<file path="src/rtl/fetch_unit.sv">
// Fetch stage: owns the PC, issues to the icache (hit pushes 2 edges after issue), buffers {pc,instr} for decode.
// Full queue or miss holds the PC; redirect flushes and restarts. FETCH_PERF_EN adds miss/fetch counters.
module fetch_unit #(
    parameter logic [63:0] RESET_PC = 64'h0,
    parameter int          QDEPTH   = 4
) (
    input  logic        clk,
    input  logic        reset,
    output logic [63:0] icache_address,
    input  logic [31:0] icache_instruction,
    input  logic        icache_hit,
    input  logic        redirect_valid,
    input  logic [63:0] redirect_pc,
    output logic        dec_valid,
    output logic [31:0] dec_instr,
    output logic [63:0] dec_pc,
    input  logic        dec_ready
`ifdef FETCH_PERF_EN
    ,
    output logic [31:0] perf_miss_cycles,
    output logic [31:0] perf_fetched
`endif
);

    localparam int AW = (QDEPTH > 1) ? $clog2(QDEPTH) : 1;
    localparam int CW = AW + 1;

    typedef enum logic {
        ST_ISSUE = 1'b0,
        ST_CHECK = 1'b1
    } state_t;

    logic [63:0]   r_pc;
    state_t        r_state;
    logic [63:0]   r_q_pc    [QDEPTH];
    logic [31:0]   r_q_instr [QDEPTH];
    logic [AW-1:0] r_rd_ptr;
    logic [AW-1:0] r_wr_ptr;
    logic [CW-1:0] r_count;

    logic          w_full;
    logic          w_push;
    logic          w_pop;
    logic [63:0]   w_redirect_pc;

    // Full-check uses start-of-cycle occupancy; a same-cycle pop does not make room.
    assign w_full        = (r_count == CW'(QDEPTH));
    assign w_push        = (r_state == ST_CHECK) && icache_hit && !w_full;
    assign w_pop         = (r_count != '0) && dec_ready;
    assign w_redirect_pc = redirect_pc & ~64'h3;

    assign icache_address = r_pc;
    assign dec_valid      = (r_count != '0);
    assign dec_instr      = r_q_instr[r_rd_ptr];
    assign dec_pc         = r_q_pc[r_rd_ptr];

    always_ff @(posedge clk or posedge reset) begin
        if (reset) begin
            r_pc     <= RESET_PC;
            r_state  <= ST_ISSUE;
            r_rd_ptr <= '0;
            r_wr_ptr <= '0;
            r_count  <= '0;
            for (int i = 0; i < QDEPTH; i++) begin
                r_q_pc[i]    <= '0;
                r_q_instr[i] <= '0;
            end
        end else if (redirect_valid) begin
            r_pc     <= w_redirect_pc;
            r_state  <= ST_ISSUE;
            r_rd_ptr <= '0;
            r_wr_ptr <= '0;
            r_count  <= '0;
        end else begin
            case (r_state)
                ST_ISSUE: r_state <= ST_CHECK;
                ST_CHECK: begin
                    if (w_push) begin
                        r_pc    <= r_pc + 64'd4;
                        r_state <= ST_ISSUE;
                    end
                end
                default: r_state <= ST_ISSUE;
            endcase

            if (w_push) begin
                r_q_pc[r_wr_ptr]    <= r_pc;
                r_q_instr[r_wr_ptr] <= icache_instruction;
                r_wr_ptr            <= r_wr_ptr + AW'(1);
            end
            if (w_pop) begin
                r_rd_ptr <= r_rd_ptr + AW'(1);
            end

            case ({w_push, w_pop})
                2'b10:   r_count <= r_count + CW'(1);
                2'b01:   r_count <= r_count - CW'(1);
                default: r_count <= r_count;
            endcase
        end
    end

`ifdef FETCH_PERF_EN
    logic [31:0] r_perf_miss;
    logic [31:0] r_perf_fetched;
    logic        w_miss_cycle;
    logic        w_push_taken;

    assign w_miss_cycle = (r_state == ST_CHECK) && !icache_hit && !redirect_valid;
    assign w_push_taken = w_push && !redirect_valid;

    always_ff @(posedge clk or posedge reset) begin
        if (reset) begin
            r_perf_miss    <= '0;
            r_perf_fetched <= '0;
        end else begin
            if (w_miss_cycle && (r_perf_miss != 32'hFFFF_FFFF)) begin
                r_perf_miss <= r_perf_miss + 32'd1;
            end
            if (w_push_taken && (r_perf_fetched != 32'hFFFF_FFFF)) begin
                r_perf_fetched <= r_perf_fetched + 32'd1;
            end
        end
    end

    assign perf_miss_cycles = r_perf_miss;
    assign perf_fetched     = r_perf_fetched;
`endif

endmodule

</file>
<file path="config.mk">
export PLATFORM = sky130hd
export DESIGN_NAME = fetch_unit
export DESIGN_NICKNAME = d
export VERILOG_FILES = /design/src/rtl/fetch_unit.sv
export SDC_FILE = /design/constraint.sdc
export NUM_CORES = 1
export LEC_CHECK = 0
export CORE_UTILIZATION = 40
export CTS_CLUSTER_DIAMETER = 80
export CTS_CLUSTER_SIZE = 25
export DETAILED_ROUTE_END_ITERATION = 6
export GPL_TIMING_DRIVEN = 0
export PLACE_DENSITY = 0.64
export SLEW_MARGIN = 20
export SYNTH_ARGS = -nofsm -noshare
export SYNTH_HDL_FRONTEND = slang
export SYNTH_SLANG_ARGS = --single-unit
</file>
<file path="constraint.sdc">
create_clock -name clk -period 16.3 [get_ports clk]
set_clock_uncertainty 0.1 [all_clocks]
set_input_delay 1.63 -clock clk [delete_from_list [all_inputs] [get_ports clk]]
set_output_delay 1.63 -clock clk [all_outputs]
set_load 0.005 [all_outputs]
</file>
Yosys cells after proc, flatten, opt, wreduce, memory -nomap -nowiden
Index checks and enable logic that the tools add are counted.
Widths: inputs -> output; s select.
{"block": "classes", "n_mux": 24, "reduce_logical": 12, "n_mul": 0, "bitwise": 4, "n_lt_le_gt_ge": 3, "div": 0, "n_addsub": 5, "n_eq_ne": 3, "n_shift": 0}
{"operator": "$mux 64", "n": 6}
{"operator": "$bwmux 256", "n": 1}
{"operator": "$bmux 64 s2", "n": 1}
{"operator": "$bwmux 128", "n": 1}
{"operator": "$demux 64 s2", "n": 1}
{"operator": "$mux 32", "n": 3}
{"operator": "$add 64x3->64 const B", "n": 1}
{"operator": "$bmux 32 s2", "n": 1}
{"operator": "$demux 32 s2", "n": 1}
{"operator": "$mux 2", "n": 4}
{"operator": "$ge 3x3->1 const B", "n": 2}
{"operator": "$not 2->3", "n": 2}
{"operator": "$pmux 3 s2", "n": 1}
{"operator": "$reduce_bool 2->1", "n": 3}
{"operator": "$reduce_bool 3->1", "n": 2}
{"operator": "$add 2x1->2 const B", "n": 2}
{"operator": "$logic_and 1x1->1", "n": 4}
{"operator": "$reduce_and 2->1", "n": 2}
{"operator": "$add 3x1->3 const B", "n": 1}
{"operator": "$eq 3x3->1 const B", "n": 1}
{"operator": "$lt 3x1->1 const B", "n": 1}
{"operator": "$mux 3", "n": 1}
{"operator": "$sub 3x1->3 const B", "n": 1}
{"operator": "$eq 2x1->1 const B", "n": 1}
{"operator": "5 further kinds", "n": 7}
{"block": "word_totals", "out_inout_bits": 161, "regBits": 456, "in_bits": 101, "n_memories": 0, "latchBits": 0, "word_cells": 64, "ram_bits": 0, "rom_bits": 0}

Depth between registers and ports, before layout
Gate-level depths: netlist of run 1.
{"block": "logic_depth", "word_depth": 6, "ltp_mapped": 8}

Least setup slack after synthesis of run 1
No wires, ideal clock.
{"block": "synth_timing", "path_kind": "register to output", "start": "register r_rd_ptr[0]", "end": "output port dec_pc[27]", "setup_slack_ps": 12486, "arrival_time_ps": 2084, "stages_incl_launch_ff": 5, "cell_sequence": "dfrtp_1 clkbuf_1 clkbuf_1 buf_1 mux4_2"}
{"block": "synth_via", "elab_chain_cells": 4}
{"item": "start: declaration", "line_no": "37", "text": "logic [AW-1:0] r_rd_ptr;"}
{"item": "start signal: assignment", "line_no": "92", "text": "r_rd_ptr <= r_rd_ptr + AW'(1);"}
{"item": "$not 2->3 (not written as such)", "line_no": "55", "text": "assign dec_pc = r_q_pc[r_rd_ptr];"}
{"item": "$bmux 64 s2", "line_no": "55"}
{"item": "$mux 64 (not written as such) (2 in a row)", "line_no": "55"}
{"item": "end: declaration", "line_no": "16", "text": "output logic [63:0] dec_pc,"}
Every way passes these cells. The select of a mux whose other input is x is not followed.

Final worst setup path of run 1
{"block": "layout_timing", "start": "register r_rd_ptr[0]", "end": "output port dec_pc[36]"}
Same word-level chain as after synthesis.

==> summary.md, run 1 <==
| Metric | Value |
|---|---|
| Hold Crit Depth | `1` |
| YS warnings | `0` |
| Total power divided by cell area | `144 mW/mm²` |
| Num CTS Buffers | `27` |
| Total gr overflow | `0` |
| Final non-filler cell total | `roughly 2.4k` |
| Crit Path Category | `flop to primary output` |
| Share of cells above drive strength 1 | `32.9%` |
| Die area | `between 0.05 and 0.06 mm²` |
| Largest cells by area after synthesis | `dfrtp_1, mux2_2, mux4_2, nand2_1, xnor2_1` |
| Via density | `between 5 and 6` |
| Top Ports | `roughly 260` |
| Fmax | `~0.17 GHz` |
| Global-route wire length before repair | `86200 µm` |
| # DRC | `0` |
| CTS tree | `yes` |
| Final Util | `approximately half` |
| Rel. slew slack | `29.7%` |
| Commonest register cell after synthesis | `dfrtp_1` |
| Chip height | `228 µm` |
| Antenna-violating nets left | `0` |
| Post-route cell area | `approximately 0.025 mm²` |
| Maxcap violations | `0` |
| Required @ worst endpoint | `~15 ns` |
| #FFs+latches synth | `between 400 and 500` |
| Row count | `82` |
| Sink Count | `~450` |
| Worst slew pin tran | `about 1.1 ns` |
| Vias | `between 10k and 15k` |
| Slew Viols, Final | `0` |
| CTS root buffer | `clkbuf_16` |
| Max H-tree Level | `1` |
| Gpl congestion | `just over 0.8` |
| Reg2Reg Depth | `7` |
| Top cell type's share of synthesized area | `between 50% and 60%` |
| Most common cell after layout, fill and taps aside | `dfrtp_1` |
| Asr flop ratio synth | `100%` |
| PostCTS Resize Cnt | `0` |
| Final Setup Violations | `0` |
| Cell taking the most area after synthesis | `dfrtp_1` |
| Worst-path clk slew | `~0.090 ns` |
| Vias in the first global route | `approximately 14k` |
| Detailed Routing Iterations Pass 1 | `5` |
| Tmin final | `around 5.8 ns` |
| Mapped cell area | `a little over 0.02 mm²` |
| Post-layout nets | `about 1.8k` |
| Drt wl/cell | `22.7 µm` |
| Synth Instances | `1431` |
| Most frequent cells in the layout | `dfrtp_1, mux2_2, clkdlybuf4s50_1` |
| Startpoint Class | `flop` |
| Overall routing resource usage | `a little over a fifth` |
| WP data arrival | `around 4.1 ns` |
| Initial core utilization | `around two fifths` |
| Final-report hold violation count | `0` |
| Initial antenna violation count | `5` |
| Type of the most critical hold path | `flop to flop` |
| Routed wire length | `approximately 55000 µm` |
| P_leak | `between 10 and 15 nW` |
| Sequential area share after synthesis | `54.7%` |
| Placed cell count | `2365` |
| Clk_lat worst skew | `between 0.5 and 0.6 ns` |
| Synth unique cells | `48` |
| Filler Cells Inserted | `4421` |
| Total Power | `3.57 mW` |
| Core area | `just over 0.05 mm²` |
| Area grow syn2layout | `21.7%` |
| Largest net degree at the start of global routing | `106` |
| Die Span X | `around 230 µm` |
| Initial drt markers | `962` |
| Post-CTS Hold Buffers | `0` |
| Max Buffers Root-to-Sink | `3` |
| Hpwl dp | `between 30000 and 40000 µm` |
| Max IR drop VDD | `0.0808 mV` |
| Largest fanout on the critical path | `10` |
| Unrepaired setup endpoints after global routing | `no` |
| Status | `completed` |
| EDFF count, synth | `0` |
| Avg Inst Size Synth | `around 14 µm²` |
| Period utilization | `35.6%` |
| IO buf count | `around 260` |
| Crit. End Element | `primary output` |
| # Post-CTS Setup Buffers | `0` |
| Placed inst area | `around 0.024 mm²` |
[state kept, by name, summed over array words and instances (netlist names)]
register and count:
r_q_instr 128, r_q_pc 248, icache_address 62, r_rd_ptr 2, r_wr_ptr 2, r_state 1
r_count 3
[routing by layer]
layer | GRT usage [%] | up-vias | wire length [µm] | share of wire (%)
li1 | - | 5876 | - | -
met1 | 31.0 | 6992 | 24800 | 45
met2 | 33.6 | 339 | 25600 | 47
met3 | 3.30 | 84 | 2790 | 5.1
met4 | 5.89 | 6 | 1550 | 2.8
met5 | 0 | - | 40 | 0.073
[final cells by class]
type / count / area [µm²] / area share, %
clock inverters: 15 / 226 / 0.912
multi-input cells: 855 / 8670 / 34.9
repair buffers: 259 / 2660 / 10.7
diodes: 1 / 2.50 / 0.0101
inverters: 10 / 45.0 / 0.181
well taps: 672 / 841 / 3.39
clock buffers: 27 / 676 / 2.72
flip-flops and latches: 446 / 11200 / 45.0
plain buffers: 123 / 536 / 2.16
[synthesized netlist by cell type, types with 9 or more instances]
master and number:
a31oi_1 24, and3_1 9, buf_1 22, buf_2 35, clkbuf_1 58, dfrtp_1 446
inv_1 9, mux2_2 376, mux4_2 94, nand2_1 67, nand3_1 29, nand4_1 17
nor2_1 42, nor3_1 11, nor4_1 11, o21ai_0 34, o311ai_0 11, o31ai_1 16
or3_1 9, or4_1 24, xnor2_1 25
[power by group]
group	switching [mW]	internal [mW]	total, mW
clock network	0.414	0.355	0.769
logic	0.447	0.801	1.25
registers	0.162	1.39	1.55
total	1.02	2.54	3.57
[metrics by stage]
step	TNS, ns	hold WS (ns)	worst slack (ns)
2_1_floorplan	0	0.375	2.14
3_3_place_gp	-1276.64	0.383	-2.91
3_5_place_dp	0	0.390	10.96
4_1_cts	0	0.411	10.33
5_1_grt	0	0.421	10.20
6_report	0	0.407	10.51
[path summary, 6_finish.rpt]
check / startpoint / to / slack [ns]
hold reg to reg: r_q_pc[10]$_DFFE_PP0P_ / r_q_pc[10]$_DFFE_PP0P_ / 0.41
setup / recovery: r_rd_ptr[0]$_DFFE_PP0P_ / dec_pc[36] / 10.51
min in group asynchronous: reset / r_q_pc[238]$_DFFE_PP0P_ / 1.37
setup reg to reg: r_count[2]$_DFFE_PP0P_ / r_q_pc[41]$_DFFE_PP0P_ / 12.74
hold / removal: r_q_pc[10]$_DFFE_PP0P_ / r_q_pc[10]$_DFFE_PP0P_ / 0.41
max in group asynchronous: reset / r_q_pc[8]$_DFFE_PP0P_ / 13.32
[cells by family after synthesis]
group,share of synthesized area (%)
AO/OA/AOI/OAI,2.91
XOR/XNOR,1.37
adder cells (fa/ha/maj),0.405
buffers and inverters,2.80
flip-flops,54.7
multiplexers,31.3
other,0.0184
AND/OR/NAND/NOR,6.42
[critical path, cell delays in order, from the launching register on]
cell and delay, ns:
dfrtp_1 0.33, clkbuf_1 0.39, clkbuf_1 0.83, buf_1 0.80, mux4_2 0.67, clkdlybuf4s50_1 0.47
(Power assumes the default switching activity.)
==> inputs of run 2 (changes only) <==
--- a/config.mk
+++ b/config.mk
@@ -10,7 +10,7 @@
 export CTS_CLUSTER_SIZE = 25
 export DETAILED_ROUTE_END_ITERATION = 6
 export GPL_TIMING_DRIVEN = 0
-export PLACE_DENSITY = 0.64
+export PLACE_DENSITY = 0.66
 export SLEW_MARGIN = 20
 export SYNTH_ARGS = -nofsm -noshare
 export SYNTH_HDL_FRONTEND = slang
==> constraint.sdc (replaced) <==
create_clock -name clk -period 4.7 [get_ports clk]
set_clock_uncertainty 0.1 [all_clocks]
set_input_delay 0.47 -clock clk [delete_from_list [all_inputs] [get_ports clk]]
set_output_delay 0.47 -clock clk [all_outputs]
set_load 0.005 [all_outputs]
==> run 2 against run 1 <==
Via count is 0.80% higher. Die area unchanged. Cell count increased by 1.0%. First-iteration DRC count down 5.9%. Critical path type unchanged. Utilization increased by 0.80 points. Register-to-register slack got worse by 12 ns. Global-route usage fell by 0.26 points. Worst setup slack got worse by 10 ns. Sequential share of layout area is 0.72 points lower. Combinational power grew to 3.5 times the previous value. Flip-flop and latch count stayed put.
==> summary.md, run 2 (synthesis gave the netlist of run 1 again) <==
| Metric | Value |
|---|---|
| Total power divided by cell area | `503 mW/mm² (+250%)` |
| Vias | `13.4k (+0.80%)` |
| Status | `completed` |
| Most common cell after layout, fill and taps aside | `dfrtp_1` |
| WP data arrival | `3.66 ns (-0.40 ns)` |
| Die Span X | `228 µm (unchanged)` |
| Sink Count | `446 (unchanged)` |
| Clk network pwr share | `23.5% (+1.9 points)` |
| Chip height | `228 µm (unchanged)` |
| Detailed Routing Iterations Pass 1 | `5 (unchanged)` |
| Crit Path Category | `flop to primary output` |
| Post-layout nets | `1843 (+0.77%)` |
| CP bufs+invs | `4 (unchanged)` |
| Drt wl/cell | `22.6 µm (-0.55%)` |
| Initial drt markers | `905 (-5.9%)` |
| Slew Viols, Final | `0 (unchanged)` |
| Hpwl dp | `39200 µm (+1.3%)` |
| Setup TNS | `0 ns (unchanged)` |
| Final Util | `50.2% (+0.80 points)` |
| Routed wire length | `55000 µm (+0.48%)` |
| Tmin final | `between 4 and 5 ns` |
| Final non-filler cell total | `2433 (+1.0%)` |
| Rel. slew slack | `27.4% (-2.3 points)` |
| Most frequent cells in the layout | `dfrtp_1, mux2_2, clkdlybuf4s50_1` |
| Total Power | `12.7 mW (+260%)` |
| # DRC | `0 (unchanged)` |
| Required @ worst endpoint | `4.13 ns (-10.44 ns)` |
| Largest register FFs | `248 (unchanged)` |
| Met1 Use GR | `31.2% (+0.26 points)` |
| Startpoint Class | `flop` |
| Reg with most FFs | `r_q_pc` |
| Crit. End Element | `primary output` |
| CP max-delay cell | `buf_1` |
| Internal power | `9.00 mW (+250%)` |
| Max H-tree Level | `1 (unchanged)` |
| Fmax | `0.236 GHz` |
| IO buf count | `255 (unchanged)` |
| Placed cell count | `2376 (+0.47%)` |
| Post-CTS Hold Buffers | `0 (unchanged)` |
| Final Setup Violations | `0 (unchanged)` |
| CTS root buffer | `clkbuf_16` |
| GR peak layer | `met2` |
| Hold Worst Slack | `0.157 ns (-0.250 ns)` |
| Maxcap violations | `0 (unchanged)` |
| Net Sw Power | `3.69 mW (+260%)` |
| Top Ports | `262 (unchanged)` |
| Initial antenna violation count | `4 (-1)` |
| CTS tree | `yes` |
| Largest net degree at the start of global routing | `36 (-66%)` |
| Initial core utilization | `40.6% (unchanged)` |
| Total gr overflow | `0 (unchanged)` |
| Via density | `5.51 (-0.24%)` |
| Max Buffers Root-to-Sink | `3 (unchanged)` |
| Die area | `0.0519 mm² (unchanged)` |
| Met3 GRT Util | `3.41% (+0.11 points)` |
| PostCTS Resize Cnt | `1 (+1)` |
| Largest delay contributor family on the critical path | `buffers and inverters` |
| Core area | `0.0503 mm² (unchanged)` |
| Period utilization | `between 90% and 100%` |
| Num CTS Buffers | `30 (+11%)` |
| Antenna-violating nets left | `0 (unchanged)` |
| Post-route cell area | `0.0252 mm² (+1.6%)` |
| Worst setup margin | `0.467 ns (-10.04 ns)` |
| # Post-CTS Setup Buffers | `0 (unchanged)` |
| Vias in the first global route | `13.9k (-2.0%)` |
| Final-report hold violation count | `0 (unchanged)` |
| Biggest cell delay along the critical path | `0.76 ns (-0.07 ns)` |
| Type of the most critical hold path | `primary input to async pin` |
| Setup WS pre-CTS | `0.594 ns (-10.37 ns)` |
| Global-route wire length before repair | `85300 µm (-1.1%)` |
| Setup slack, reg-to-reg | `1.02 ns (-11.72 ns)` |
| Area grow syn2layout | `23.7%` |
| Unrepaired setup endpoints after global routing | `no` |
| Worst-path clk slew | `0.09 ns (about the same)` |
| Placed inst area | `0.0241 mm² (+0.84%)` |
| Gpl congestion | `0.839 (+3.3%)` |
| Net Sw Frac | `29.1% (+0.38 points)` |
| Sequential power share | `42.4% (-1.0 points)` |
| Comb power frac | `34.1% (-0.9 points)` |
| Max IR drop VDD | `0.319 mV (+300%)` |
| P_leak | `10.7 nW (+1.7%)` |
| Overall routing resource usage | `21.2% (-0.26 points)` |
| Share of cells above drive strength 1 | `33.7% (+0.80 points)` |
| CP Cell Sequence | `clkbuf_1, clkbuf_2, buf_1, mux4_2, clkdlybuf4s50_1` |
| Row count | `82 (unchanged)` |
| Met2 usage | `32.8% (-0.73 points)` |
| Worst slew pin tran | `1.09 ns (+0.0343 ns)` |
| Largest fanout on the critical path | `10 (unchanged)` |
| Clk_lat worst skew | `0.61 ns (+0.02 ns)` |
run 2: cell types whose count changed in the layout (fill, tap and decap cells not counted), sizes merged:
cell and delta:
clkbuf +6, clkinvlp +2, buf +12, diode +1
inv -1, clkinv +6, bufinv -1
run 2: power by group through the flow:
stage          combinational, mW  clock (mW)  sequential (mW)
6_report                    4.33        2.98             5.38
2_1_floorplan               2.38           0             5.26
3_5_place_dp                4.38           0             5.45
5_1_grt                     4.64        3.18             5.50
3_3_place_gp                4.29           0             5.40
4_1_cts                     4.41        3.04             5.37
run 2: area by class of cell:
type	instances	area, µm²
multi-input cells	855	8670
diodes	2	5.00
fillers	4384	25000
clock inverters	21	304
inverters	10	41.3
flip-flops and latches	446	11200
plain buffers	123	536
well taps	672	841
repair buffers	270	2870
clock buffers	34	797
run 2: path summary, 6_finish.rpt:
check | from | to | cells past startpoint
worst max-delay path | r_rd_ptr[0]$_DFFE_PP0P_ | dec_pc[39] | 5
worst min-delay path | reset | r_q_pc[49]$_DFFE_PP0P_ | 2
worst max register to register | r_count[2]$_DFFE_PP0P_ | r_q_pc[116]$_DFFE_PP0P_ | 7
worst min register to register | r_q_pc[74]$_DFFE_PP0P_ | r_q_pc[74]$_DFFE_PP0P_ | 1
max in group asynchronous | reset | icache_address[5]$_DFFE_PP0P_ | 7
min in group clk | redirect_pc[21] | icache_address[21]$_DFFE_PP0P_ | 3
run 2: layer usage:
metal	vias to the layer above	routed length, µm
met3	67	3110
met2	415	25200
met5	-	57
met4	8	1190
li1	5899	-
met1	7014	25400
run 2: worst register-to-register path, cell delays in order (launching register included):
cell      delay (ns)
dfrtp_1         0.44
nor3b_1         0.17
nor2_1          0.62
and3_1          0.26
clkbuf_1        0.24
clkbuf_1        0.83
buf_2           0.49
mux2_2          0.38
